[src/rtl/stop_watch_pkg.sv]
`default_nettype none
// ============================================================================
// Module   : stop_watch_pkg
// Brief    : Shared time format and controller state encoding for stop_watch.
// Revision : 1.0
// ============================================================================
package stop_watch_pkg;

  localparam int TIME_W = 19;

  typedef struct packed {
    logic [0:0] hr_1;
    logic [3:0] hr_0;
    logic [2:0] min_1;
    logic [3:0] min_0;
    logic [2:0] sec_1;
    logic [3:0] sec_0;
  } sw_time_t;

  typedef enum logic [1:0] {
    IDLE  = 2'd0,
    RUN   = 2'd1,
    PAUSE = 2'd2,
    LAP   = 2'd3
  } sw_state_e;

endpackage
`default_nettype wire

[src/rtl/btn_debounce.sv]
`default_nettype none
// ============================================================================
// Module   : btn_debounce
// Brief    : Level debouncer; dout follows din after DEB_CYCLES stable cycles.
// Revision : 1.0
// ============================================================================
module btn_debounce #(
  parameter int DEB_CYCLES = 20
) (
  input  logic clk,
  input  logic rst,
  input  logic din,
  output logic dout
);

  localparam int CNT_W = $clog2(DEB_CYCLES + 1);

  logic [CNT_W-1:0] cnt;

  // Any cycle where din agrees with dout restarts the count, so glitches never accumulate.
  always_ff @(posedge clk) begin
    if (rst) begin
      cnt  <= '0;
      dout <= 1'b0;
    end else if (din == dout) begin
      cnt <= '0;
    end else if (cnt == CNT_W'(DEB_CYCLES - 1)) begin
      dout <= din;
      cnt  <= '0;
    end else begin
      cnt <= cnt + 1'b1;
    end
  end

endmodule
`default_nettype wire

[src/rtl/stop_watch_ctrl.sv]
`default_nettype none
// ============================================================================
// Module   : stop_watch_ctrl
// Brief    : Button-driven run/pause/lap/clear sequencer for stop_watch.
//            Define STOP_WATCH_DEBOUNCE_EN to insert btn_debounce per button.
// Revision : 1.0
// ============================================================================
module stop_watch_ctrl
  import stop_watch_pkg::*;
#(
  parameter int SYNC_STAGES = 2,
  parameter int DEB_CYCLES  = 20,
  parameter int LAP_W       = 4
) (
  input  logic              clk,
  input  logic              rst,
  input  logic              btn_ss,
  input  logic              btn_lr,
  input  logic [TIME_W-1:0] live_time,
  output logic              cnt_en,
  output logic              clr,
  output logic [1:0]        state_o,
  output logic              lap_active,
  output logic [LAP_W-1:0]  lap_cnt,
  output logic [TIME_W-1:0] disp_time
);

  if (SYNC_STAGES < 2 || DEB_CYCLES < 1) begin : g_param_check
    $error("stop_watch_ctrl: SYNC_STAGES must be >= 2 and DEB_CYCLES >= 1");
  end

  logic [SYNC_STAGES-1:0] ss_sync;
  logic [SYNC_STAGES-1:0] lr_sync;
  logic                   ss_level;
  logic                   lr_level;
  logic                   ss_prev;
  logic                   lr_prev;
  logic                   ss_ev;
  logic                   lr_ev;
  sw_state_e              state;
  logic [TIME_W-1:0]      lap_time;

  always_ff @(posedge clk) begin
    if (rst) begin
      ss_sync <= '0;
      lr_sync <= '0;
    end else begin
      ss_sync <= {ss_sync[SYNC_STAGES-2:0], btn_ss};
      lr_sync <= {lr_sync[SYNC_STAGES-2:0], btn_lr};
    end
  end

`ifdef STOP_WATCH_DEBOUNCE_EN
  btn_debounce #(.DEB_CYCLES(DEB_CYCLES)) u_deb_ss (
    .clk  (clk),
    .rst  (rst),
    .din  (ss_sync[SYNC_STAGES-1]),
    .dout (ss_level)
  );

  btn_debounce #(.DEB_CYCLES(DEB_CYCLES)) u_deb_lr (
    .clk  (clk),
    .rst  (rst),
    .din  (lr_sync[SYNC_STAGES-1]),
    .dout (lr_level)
  );
`else
  assign ss_level = ss_sync[SYNC_STAGES-1];
  assign lr_level = lr_sync[SYNC_STAGES-1];
`endif

  always_ff @(posedge clk) begin
    if (rst) begin
      ss_prev <= 1'b0;
      lr_prev <= 1'b0;
    end else begin
      ss_prev <= ss_level;
      lr_prev <= lr_level;
    end
  end

  assign ss_ev = ss_level & ~ss_prev;
  assign lr_ev = lr_level & ~lr_prev;

  // ss is tested first in every state, so a simultaneous lr event is dropped.
  always_ff @(posedge clk) begin
    if (rst) begin
      state      <= IDLE;
      cnt_en     <= 1'b0;
      clr        <= 1'b0;
      lap_active <= 1'b0;
      lap_cnt    <= '0;
      lap_time   <= '0;
    end else begin
      clr <= 1'b0;
      case (state)
        IDLE: begin
          if (ss_ev) begin
            state  <= RUN;
            cnt_en <= 1'b1;
          end else if (lr_ev) begin
            cnt_en   <= 1'b0;
            clr      <= 1'b1;
            lap_cnt  <= '0;
            lap_time <= '0;
          end
        end
        RUN: begin
          if (ss_ev) begin
            state  <= PAUSE;
            cnt_en <= 1'b0;
          end else if (lr_ev) begin
            state      <= LAP;
            lap_time   <= live_time;
            lap_active <= 1'b1;
            if (lap_cnt != '1) begin
              lap_cnt <= lap_cnt + 1'b1;
            end
          end
        end
        LAP: begin
          if (ss_ev) begin
            state      <= PAUSE;
            cnt_en     <= 1'b0;
            lap_active <= 1'b0;
          end else if (lr_ev) begin
            state      <= RUN;
            lap_active <= 1'b0;
          end
        end
        PAUSE: begin
          if (ss_ev) begin
            state  <= RUN;
            cnt_en <= 1'b1;
          end else if (lr_ev) begin
            state    <= IDLE;
            clr      <= 1'b1;
            lap_cnt  <= '0;
            lap_time <= '0;
          end
        end
        default: begin
          state      <= IDLE;
          cnt_en     <= 1'b0;
          lap_active <= 1'b0;
        end
      endcase
    end
  end

  assign state_o   = state;
  assign disp_time = lap_active ? lap_time : live_time;

endmodule
`default_nettype wire

[config.mk]
export PLATFORM = sky130hd
export DESIGN_NAME = stop_watch_ctrl
export DESIGN_NICKNAME = d
export VERILOG_FILES = /design/src/rtl/stop_watch_pkg.sv /design/src/rtl/btn_debounce.sv /design/src/rtl/stop_watch_ctrl.sv
export SDC_FILE = /design/constraint.sdc
export NUM_CORES = 1
export LEC_CHECK = 0
export BUFFER_PORTS_ARGS = -buffer_cell sky130_fd_sc_hd__buf_2
export CAP_MARGIN = 10
export CELL_PAD_IN_SITES_DETAIL_PLACEMENT = 0
export CELL_PAD_IN_SITES_GLOBAL_PLACEMENT = 1
export CORE_ASPECT_RATIO = 1.2
export CORE_UTILIZATION = 36
export DETAILED_ROUTE_END_ITERATION = 12
export PLACE_DENSITY_LB_ADDON = 0.1
export SETUP_SLACK_MARGIN = 0.2
export SLEW_MARGIN = 20
export SYNTH_ARGS = -nofsm -noshare
export SYNTH_HDL_FRONTEND = slang
export SYNTH_SLANG_ARGS = --single-unit
[constraint.sdc]
create_clock -name clk -period 1.8 [get_ports clk]
set_input_delay 0.36 -clock clk [delete_from_list [all_inputs] [get_ports clk]]
set_output_delay 0.36 -clock clk [all_outputs]
set_load 0.05 [all_outputs]
==> reports/metrics.csv, run 1 <==
metric,value,unit
synth_area_leader_cell,dfxtp_1,
fin_hold_ws,0.2818,ns
critPathKind,flip-flop to output port,
die_y,72.12,um
r2r-start,lr_sync[1]$_SDFF_PP0_,
hp-start,btn_lr,
synth_top_area_share,46.14,%
grt_overflow,0,
slew_violations,0,
async_reset_ff_share,0,%
hpwl,2.240,mm
cp_common_cell,buf_12,
drtIter0Drc,58,
worst_pin_slew,0.6112,ns
ys_seq_area_share,46.14,%
cts_tree,done,
drive_gt1_share,45.45,%
rsz0062_at_grt,yes,
firstDrtPassIters,4,
drt_wl_total,3.568,mm
cts_buffers,5,
layout_min_cycle_time,1.732,ns
globalplace.congestion,0.7332,
synth_area,1475,um^2
finalHoldViolCount,0,
p_per_area,737.7,nW/um^2
crit_required,1.44,ns
netlist_instances,151,
start_util,37.43,%
rrSetupSlack,0.35,ns
slew_headroom,59.26,%
vias,1306,
setup-violations-final,0,
hold_path_class,input port to flip-flop,
grt_use_total,18.39,%
cp_slowest_stage_delay,0.37,ns
fin_skew,0.004494,ns
tns,0,ns
crit_fanout,5,
clk_pin_slew,0.07,ns
pin_count,51,
yosysUniqueCellTypes,28,
die_w,60.44,um
avgSynthCellArea,9.769,um^2
holdPathEnd,lr_sync[0]$_SDFF_PP0_,
cts.htree.levels,2,
period_share,96.19,%
path_cells,buf_12 > buf_12 > mux2_4 > buf_8,
syn_nets,175,
worstPathArrival,1.37,ns
ys_warn_count,0,
place_area,1789,um^2
synth-edff-count,0,
p_leak,0.9365,nW
die_area,4359,um^2
grt_max_degree,35,
worst_slack,0.06849,ns
rows,25,
core,3941,um^2
n_antenna_cell,0,
drc,0,
cts_max_path_buffers,2,
vdd.ir_drop.worst,0.4146,mV
grt_pass1_wl,5.844,mm
drv_cap,0,
pre_cts_slack,0.2860,ns
r2r_cells,4,
final_area,2242,um^2
rr_endpoint,lap_cnt[0]$_SDFFE_PP0P_,
whs_path_depth,2,
vias_per_cell,4.966,
area_growth,51.99,%
startpoint_type,flip-flop,
ys_ff_latch,34,
fillers,374,
numPortBuffers,50,
root_buffer,clkbuf_8,
grt_antenna_before_repair,0,
final_cell_mix,"30 x dfxtp_1, 30 x buf_2, 21 x nor2_1",
post_drt_wl_per_cell,13.57,um
slowest_stage,dfxtp_4,
ant_nets,0,
synth_area_leaders,"dfxtp_1 46%, mux2_2 15%, a22oi_1 9.7%",
nNetsFinal,232,
status,"finished, final reports clean",
critPathCaptureType,output port,
synthFlopType,dfxtp_1,
grt_pass1_vias,1300,
clock_sinks,34,
fmax,577.5,MHz
insertion_delay,0.28,ns
## worst max path at each step
stage | depth (start not counted) | slack, ns | endpoint | startpoint
after detailed placement | 4 | 0.29 | lap_cnt[0]$_SDFFE_PP0P_ | ss_prev$_SDFF_PP0_
after CTS | 4 | 0.06 | disp_time[17] | lap_active$_SDFFE_PP0P_
final | 4 | 0.07 | disp_time[9] | lap_active$_SDFFE_PP0P_
after global routing | 4 | 0.02 | disp_time[12] | lap_active$_SDFFE_PP0P_
after global placement | 4 | 0.31 | lap_cnt[0]$_SDFFE_PP0P_ | ss_prev$_SDFF_PP0_
after floorplan | 5 | 0.20 | lap_cnt[1]$_SDFFE_PP0P_ | state_o[0]$_SDFFE_PP0P_
## routing by layer
layer | vias up | global-route usage (%) | routed length, um
li1 | 654 | - | -
met1 | 613 | 21.16 | 1547
met2 | 34 | 31.62 | 1809
met3 | 5 | 5.348 | 155
met4 | 0 | 6.818 | 56
met5 | - | 0 | 0
## worst max-delay path, delay by kind of cell (launching register included)
kind                   cells  cell delay [ns]
flip-flops                 1             0.37
multiplexers               1             0.30
buffers and inverters      3             0.41
## logic make-up after synthesis
logic type               synth area share, %
multiplexers                           14.50
AND/OR/NAND/NOR                        18.66
adder cells (fa/ha/maj)               0.8480
buffers and inverters                  3.646
flip-flops                             46.14
AO/OA/AOI/OAI                          16.20
## flip-flops by register name, summed over array words and instances, names as in the netlist
name and count:
ss_sync 2, cnt_en 1, ss_prev 1, lap_cnt 4, lap_active 1, state_o 2, lap_time 19, lr_sync 2
clr 1, lr_prev 1
## cell type report
type / instances / area (um^2) / area share, %
clock inverters: 1 / 5.005 / 0.2232
clock buffers: 7 / 86.33 / 3.850
well taps: 54 / 67.56 / 3.013
repair buffers: 61 / 591.8 / 26.40
flip-flops and latches: 34 / 688.2 / 30.69
inverters: 1 / 3.754 / 0.1674
multi-input cells: 105 / 799.5 / 35.66
## power by group
part	total [mW]	internal, mW	switching (mW)
Combinational	0.310	0.133	0.177
Sequential	0.770	0.763	0.00760
Clock	0.574	0.308	0.266
## per-stage QoR
stage	total power, mW	std cells	utilization (%)
finish	1.654	263	56.89
global placement	1.021	248	45.40
floorplan	0.9579	151	-
CTS	1.674	263	56.63
detailed placement	1.024	248	45.40
global route	1.720	263	56.89
## repair_timing
action                                  4_1_cts  5_1_grt
hold buffers                                  0        0
endpoints found under the setup margin       19       25
gates cloned                                  2        0
gates resized for setup                      71        5
setup buffers                                 5        0
## synthesized netlist by cell type (2+ instances only)
| master | n |
|---|---|
| or3_1 | 2 |
| nand3_1 | 3 |
| nand2b_1 | 3 |
| nor2_1 | 21 |
| o21ai_0 | 5 |
| dfxtp_1 | 34 |
| nor2b_1 | 7 |
| a21oi_1 | 8 |
| a22oi_1 | 19 |
| mux2_2 | 19 |
| clkbuf_1 | 9 |
| nand2_1 | 5 |
No activity file was read; power rests on OpenSTA's default activity.
==> run 2: changes to the inputs <==
--- a/config.mk
+++ b/config.mk
@@ -7,14 +7,13 @@
 export LEC_CHECK = 0
 export BUFFER_PORTS_ARGS = -buffer_cell sky130_fd_sc_hd__buf_2
 export CAP_MARGIN = 10
-export CELL_PAD_IN_SITES_DETAIL_PLACEMENT = 0
-export CELL_PAD_IN_SITES_GLOBAL_PLACEMENT = 1
 export CORE_ASPECT_RATIO = 1.2
-export CORE_UTILIZATION = 36
+export CORE_UTILIZATION = 49
 export DETAILED_ROUTE_END_ITERATION = 12
-export PLACE_DENSITY_LB_ADDON = 0.1
+export PLACE_DENSITY = 0.78
 export SETUP_SLACK_MARGIN = 0.2
 export SLEW_MARGIN = 20
 export SYNTH_ARGS = -nofsm -noshare
 export SYNTH_HDL_FRONTEND = slang
 export SYNTH_SLANG_ARGS = --single-unit
+export TNS_END_PERCENT = 20
==> reports/metrics.csv, run 2 (synthesized netlist as in run 1, its figures left out) <==
metric,value,unit,change
pre_cts_slack,0.2254,ns,-0.06054 ns
tns,0,ns,unchanged
hold_path_class,input port to flip-flop,,
layout_min_cycle_time,1.725,ns,-0.006443 ns
fmax,579.7,MHz,+0.37%
vias_per_cell,5.699,,+15%
clk_pin_slew,0.09,ns,+0.02 ns
p_sw,0.4159,mW,-7.7%
final_common_cell,dfxtp_1,,
finalHoldViolCount,0,,unchanged
holdPathEnd,ss_sync[0]$_SDFF_PP0_,,
cp.buffers_inverters,2,,-1
die_y,62.11,um,-14%
rsz0062_at_grt,yes,,
cts_buffers,5,,unchanged
vias,1345,,+3.0%
instances_no_fill,236,,-10%
insertion_delay,0.33,ns,+0.05 ns
path_cells,buf_8 > mux2_2 > buf_6,,
start_util,51.98,%,+15 points
setup-violations-final,0,,unchanged
critPathKind,flip-flop to output port,,
nNetsFinal,226,,-2.6%
holdBufCountCts,0,,unchanged
n_antenna_cell,0,,unchanged
post_drt_wl_per_cell,14.71,um,+8.4%
cts.htree.levels,2,,unchanged
drc,0,,unchanged
cpLargestDelayFamily,flip-flops,,
slowest_stage,dfxtp_4,,
whs_path_depth,2,,unchanged
slew_violations,0,,unchanged
p_int,1.013,mW,-16%
hpwl,2.135,mm,-4.7%
p_leak,0.7967,nW,-15%
die_area,3235,um^2,-26%
drv_cap,0,,unchanged
fin_skew,0.006881,ns,+0.002387 ns
startpoint_type,flip-flop,,
largest_reg_flops,19,,unchanged
grt_pass1_wl,5.899,mm,+0.94%
top_regs,"lap_time x19, lap_cnt x4",,
slew_headroom,61.54,%,+2.3 points
cp_slowest_stage_delay,0.38,ns,about the same
ant_nets,0,,unchanged
area_growth,32.48,%,
comb_power_share,19.1,%,+0.4 points
clock_sinks,34,,unchanged
p_per_area,730.9,nW/um^2,-0.92%
die_w,52.09,um,-14%
worstPathArrival,1.37,ns,about the same
cts_tree,done,,
clockPowerShare,26.9,%,-7.8 points
hp-start,btn_ss,,
pin_count,51,,unchanged
grt_pass1_vias,1328,,+2.2%
fin_hold_ws,0.2373,ns,-0.04451 ns
final_util,68.87,%,+12 points
final_cell_mix,"33 x dfxtp_1, 31 x buf_2, 21 x nor2_1",,
switching_share,29.12,%,+1.9 points
drt_wl_total,3.472,mm,-2.7%
fillers,219,,-41%
critPathCaptureType,output port,,
grt_use_total,24.61,%,+6.2 points
vdd.ir_drop.worst,0.4422,mV,+6.7%
rows,21,,-16%
firstDrtPassIters,5,,+1
grt_max_degree,35,,unchanged
r2r_cells,5,,+1
numPortBuffers,50,,unchanged
rrSetupSlack,0.27,ns,-0.08 ns
status,"finished, final reports clean",,
cts_max_path_buffers,2,,unchanged
globalplace.congestion,0.7801,,+6.4%
grt_antenna_before_repair,0,,unchanged
grt_overflow,0,,unchanged
pwr-share-seq,54.0,%,+7.4 points
placed_cells,227,,-8.5%
root_buffer,clkbuf_4,,
worst_pin_slew,0.5769,ns,-0.03424 ns
r2r-start,state_o[0]$_SDFFE_PP0P_,,
regMostFlops,lap_time,,
core,2838,um^2,-28%
crit_fanout,10,,+5
drive_gt1_share,41.09,%,-4.4 points
drtIter0Drc,31,,-47%
worst_slack,0.07494,ns,+0.006443 ns
rr_endpoint,lap_time[7]$_SDFFE_PP0P_,,
period_share,95.84,%,-0.36 points
crit_required,1.44,ns,about the same
run 2: changes by cell type in the layout (fill, tap and decap cells not counted), sizes merged:
cell / change
buf: -6
clkinv: -1
run 2: how the worst max path moves through the flow:
stage,cells past startpoint,endpoint,startpoint,slack (ns)
floorplan,4,lap_cnt[0]$_SDFFE_PP0P_,state_o[1]$_SDFFE_PP0P_,0.12
global placement,2,disp_time[3],lap_active$_SDFFE_PP0P_,0.26
detailed placement,2,disp_time[3],lap_active$_SDFFE_PP0P_,0.23
CTS,3,disp_time[11],lap_active$_SDFFE_PP0P_,0.07
global route,3,disp_time[12],lap_active$_SDFFE_PP0P_,0.02
finish,3,disp_time[13],lap_active$_SDFFE_PP0P_,0.07
run 2: stage by stage:
step	total power, mW	instance area, um^2
2_1_floorplan	0.9578	1481
3_3_place_gp	1.015	1742
3_5_place_dp	1.019	1742
4_1_cts	1.444	1951
5_1_grt	1.493	1954
6_report	1.428	1954
run 2: routing by layer:
layer	vias to the layer above	track usage [%]	routed length (um)
met2	52	42.47	1836
met3	8	8.088	205
met1	644	26.77	1368
met4	0	9.459	63
met5	-	0	0
li1	641	-	-
run 2: cell type report:
type	count	area [um^2]	share of cell area, %
Clock buffer	7	45.04	2.305
Inverter	1	3.754	0.1921
Multi-Input combinational cell	105	748.2	38.28
Sequential cell	34	684.4	35.02
Tap cell	34	42.54	2.177
Timing Repair Buffer	55	430.4	22.02
run 2: power by group through the flow:
stage	clock network, mW	logic, mW	registers [mW]
finish	0.384	0.273	0.771
detailed placement	0	0.228	0.791
global placement	0	0.225	0.790
floorplan	0	0.159	0.799
global route	0.434	0.286	0.773
CTS	0.402	0.271	0.771
run 2: repair_timing:
item / in CTS / in global routing
buffers inserted: 2 / 0
gates resized for setup: 43 / 1
endpoints found under the setup margin: 21 / 27
pin swaps: 0 / 0
==> run 3: changes to the inputs <==
--- a/config.mk
+++ b/config.mk
@@ -7,11 +7,14 @@
 export LEC_CHECK = 0
 export BUFFER_PORTS_ARGS = -buffer_cell sky130_fd_sc_hd__buf_2
 export CAP_MARGIN = 10
+export CELL_PAD_IN_SITES_DETAIL_PLACEMENT = 1
+export CELL_PAD_IN_SITES_GLOBAL_PLACEMENT = 1
 export CORE_ASPECT_RATIO = 1.2
-export CORE_UTILIZATION = 49
+export CORE_UTILIZATION = 36
 export DETAILED_ROUTE_END_ITERATION = 12
-export PLACE_DENSITY = 0.78
-export SETUP_SLACK_MARGIN = 0.2
+export GPL_TIMING_DRIVEN = 0
+export PLACE_DENSITY_LB_ADDON = 0.1
+export SETUP_SLACK_MARGIN = 0.15
 export SLEW_MARGIN = 20
 export SYNTH_ARGS = -nofsm -noshare
 export SYNTH_HDL_FRONTEND = slang
==> reports/metrics.csv, run 3 (synthesized netlist as in run 1, its figures left out) <==
metric,value,unit,change
holdBufCountCts,0,,unchanged
die_y,72.12,um,+16%
holdPathEnd,ss_sync[0]$_SDFF_PP0_,,
tns,0,ns,unchanged
startpoint_type,flip-flop,,
numPortBuffers,49,,-2.0%
globalplace.congestion,0.7650,,-1.9%
top_regs,"lap_time x19, lap_cnt x4",,
core,3941,um^2,+39%
pre_cts_slack,0.01042,ns,-0.2150 ns
regMostFlops,lap_time,,
path_cells,buf_6 > mux2_4 > buf_8,,
die_w,60.44,um,+16%
insertion_delay,0.28,ns,-0.05 ns
hpwl,2.653,mm,+24%
final_cell_mix,"33 x dfxtp_1, 31 x buf_2, 21 x nor2_1",,
vdd.ir_drop.worst,0.4080,mV,-7.7%
hp-start,btn_ss,,
p_leak,0.9162,nW,+15%
finalHoldViolCount,0,,unchanged
post_drt_wl_per_cell,15.72,um,+6.8%
slew_headroom,65.26,%,+3.7 points
rsz0062_at_grt,yes,,
root_buffer,clkbuf_8,,
drive_gt1_share,41.31,%,+0.23 points
largest_reg_flops,19,,unchanged
firstDrtPassIters,4,,-1
fillers,463,,+110%
final_area,2195,um^2,+12%
drt_wl_total,4.197,mm,+21%
drv_cap,0,,unchanged
n_antenna_cell,0,,unchanged
cts_tree,done,,
grt_pass1_vias,1378,,+3.8%
layout_min_cycle_time,1.703,ns,-0.02247 ns
use_met3,5.526,%,-2.6 points
cts_max_path_buffers,2,,unchanged
pin_count,51,,unchanged
crit_required,1.44,ns,about the same
rows,25,,+19%
vias_per_cell,5.071,,-11%
drc,0,,unchanged
grt_use_total,20.17,%,-4.4 points
r2r_cells,3,,-2
nNetsFinal,236,,+4.4%
die_area,4359,um^2,+35%
grt_util_met1,24.05,%,-2.7 points
clk_pin_slew,0.06,ns,-0.03 ns
period_share,94.59,%,-1.2 points
rr_endpoint,lap_active$_SDFFE_PP0P_,,
grt_pass1_wl,6.465,mm,+9.6%
setup-violations-final,0,,unchanged
p_per_area,754.5,nW/um^2,+3.2%
hold_path_class,input port to flip-flop,,
grt_overflow,0,,unchanged
worstPathArrival,1.34,ns,-0.03 ns
drtIter0Drc,61,,+97%
whs_path_depth,2,,unchanged
grt_antenna_before_repair,0,,unchanged
final_common_cell,dfxtp_1,,
grt_busiest_layer,met2,,
clock_sinks,34,,unchanged
start_util,37.43,%,-15 points
area_growth,48.77,%,
slowest_stage,dfxtp_4,,
fin_hold_ws,0.2896,ns,+0.05229 ns
worst_pin_slew,0.5080,ns,-0.06895 ns
critPathCaptureType,output port,,
cp_slowest_stage_delay,0.41,ns,+0.03 ns
grt_max_degree,11,,-69%
fmax,587.3,MHz,+1.3%
cts_buffers,5,,unchanged
place_area,1790,um^2,+2.8%
ant_nets,0,,unchanged
slew_violations,0,,unchanged
crit_fanout,5,,-5
met2_usage,33.58,%,-8.9 points
worst_slack,0.09741,ns,+0.02247 ns
cts.htree.levels,2,,unchanged
r2r-start,state_o[0]$_SDFFE_PP0P_,,
status,"finished, final reports clean",,
critPathKind,flip-flop to output port,,
vias,1354,,+0.67%
rrSetupSlack,0.27,ns,about the same
fin_skew,0.004460,ns,-0.002420 ns
## run 3: changes by cell type in the layout (fill, tap and decap cells not counted), sizes merged
cell	change
clkbuf	+9
clkinv	+1
buf	+1
## run 3: worst max-delay path, delay by kind of cell, from the launching register on
family | cells | cell delay, ns
buf+inv | 2 | 0.32
flops | 1 | 0.41
mux | 1 | 0.33
## run 3: how the worst max path moves through the flow
stage,slack [ns],start,endpoint
2_1_floorplan,0.09,lap_active$_SDFFE_PP0P_,disp_time[0]
3_3_place_gp,0.05,lap_active$_SDFFE_PP0P_,disp_time[17]
3_5_place_dp,0.01,lap_active$_SDFFE_PP0P_,disp_time[17]
4_1_cts,0.10,lap_active$_SDFFE_PP0P_,disp_time[17]
5_1_grt,0.07,lap_active$_SDFFE_PP0P_,disp_time[4]
6_report,0.1,lap_active$_SDFFE_PP0P_,disp_time[4]
## run 3: metrics by stage
stage,power (mW),cells,util (%)
floorplan,0.9576,151,-
global placement,1.022,254,45.43
detailed placement,1.027,254,45.43
CTS,1.652,263,52.25
global route,1.728,267,55.68
finish,1.656,267,55.68
## run 3: layer usage
metal	share of wire, %	wire (um)
met1	44	1856
met2	50	2105
met3	3.8	161
met4	1.8	74
met5	0	0
## run 3: layout make-up
| cell class | count | area, um^2 | area share [%] |
|---|---|---|---|
| multi-input cells | 105 | 793.3 | 36.15 |
| flip-flops and latches | 34 | 684.4 | 31.19 |
| repair buffers | 54 | 461.7 | 21.04 |
| plain buffers | 11 | 92.59 | 4.219 |
| clock buffers | 7 | 86.33 | 3.934 |
| well taps | 54 | 67.56 | 3.079 |
| clock inverters | 1 | 5.005 | 0.2281 |
| inverters | 1 | 3.754 | 0.1710 |
## run 3: power breakdown
group          leakage (nW)  internal [mW]  total [mW]  switching (mW)
Clock                0.0482          0.308       0.576           0.268
Sequential            0.276          0.762       0.770         0.00749
Combinational         0.592          0.129       0.310           0.181
## run 3: timing repair
item | 4_1_cts | 5_1_grt
setup buffers | 1 | 2
gates resized for setup | 48 | 26
pin swaps | 0 | 1
endpoints found under the setup margin | 19 | 29
gates cloned | 0 | 2
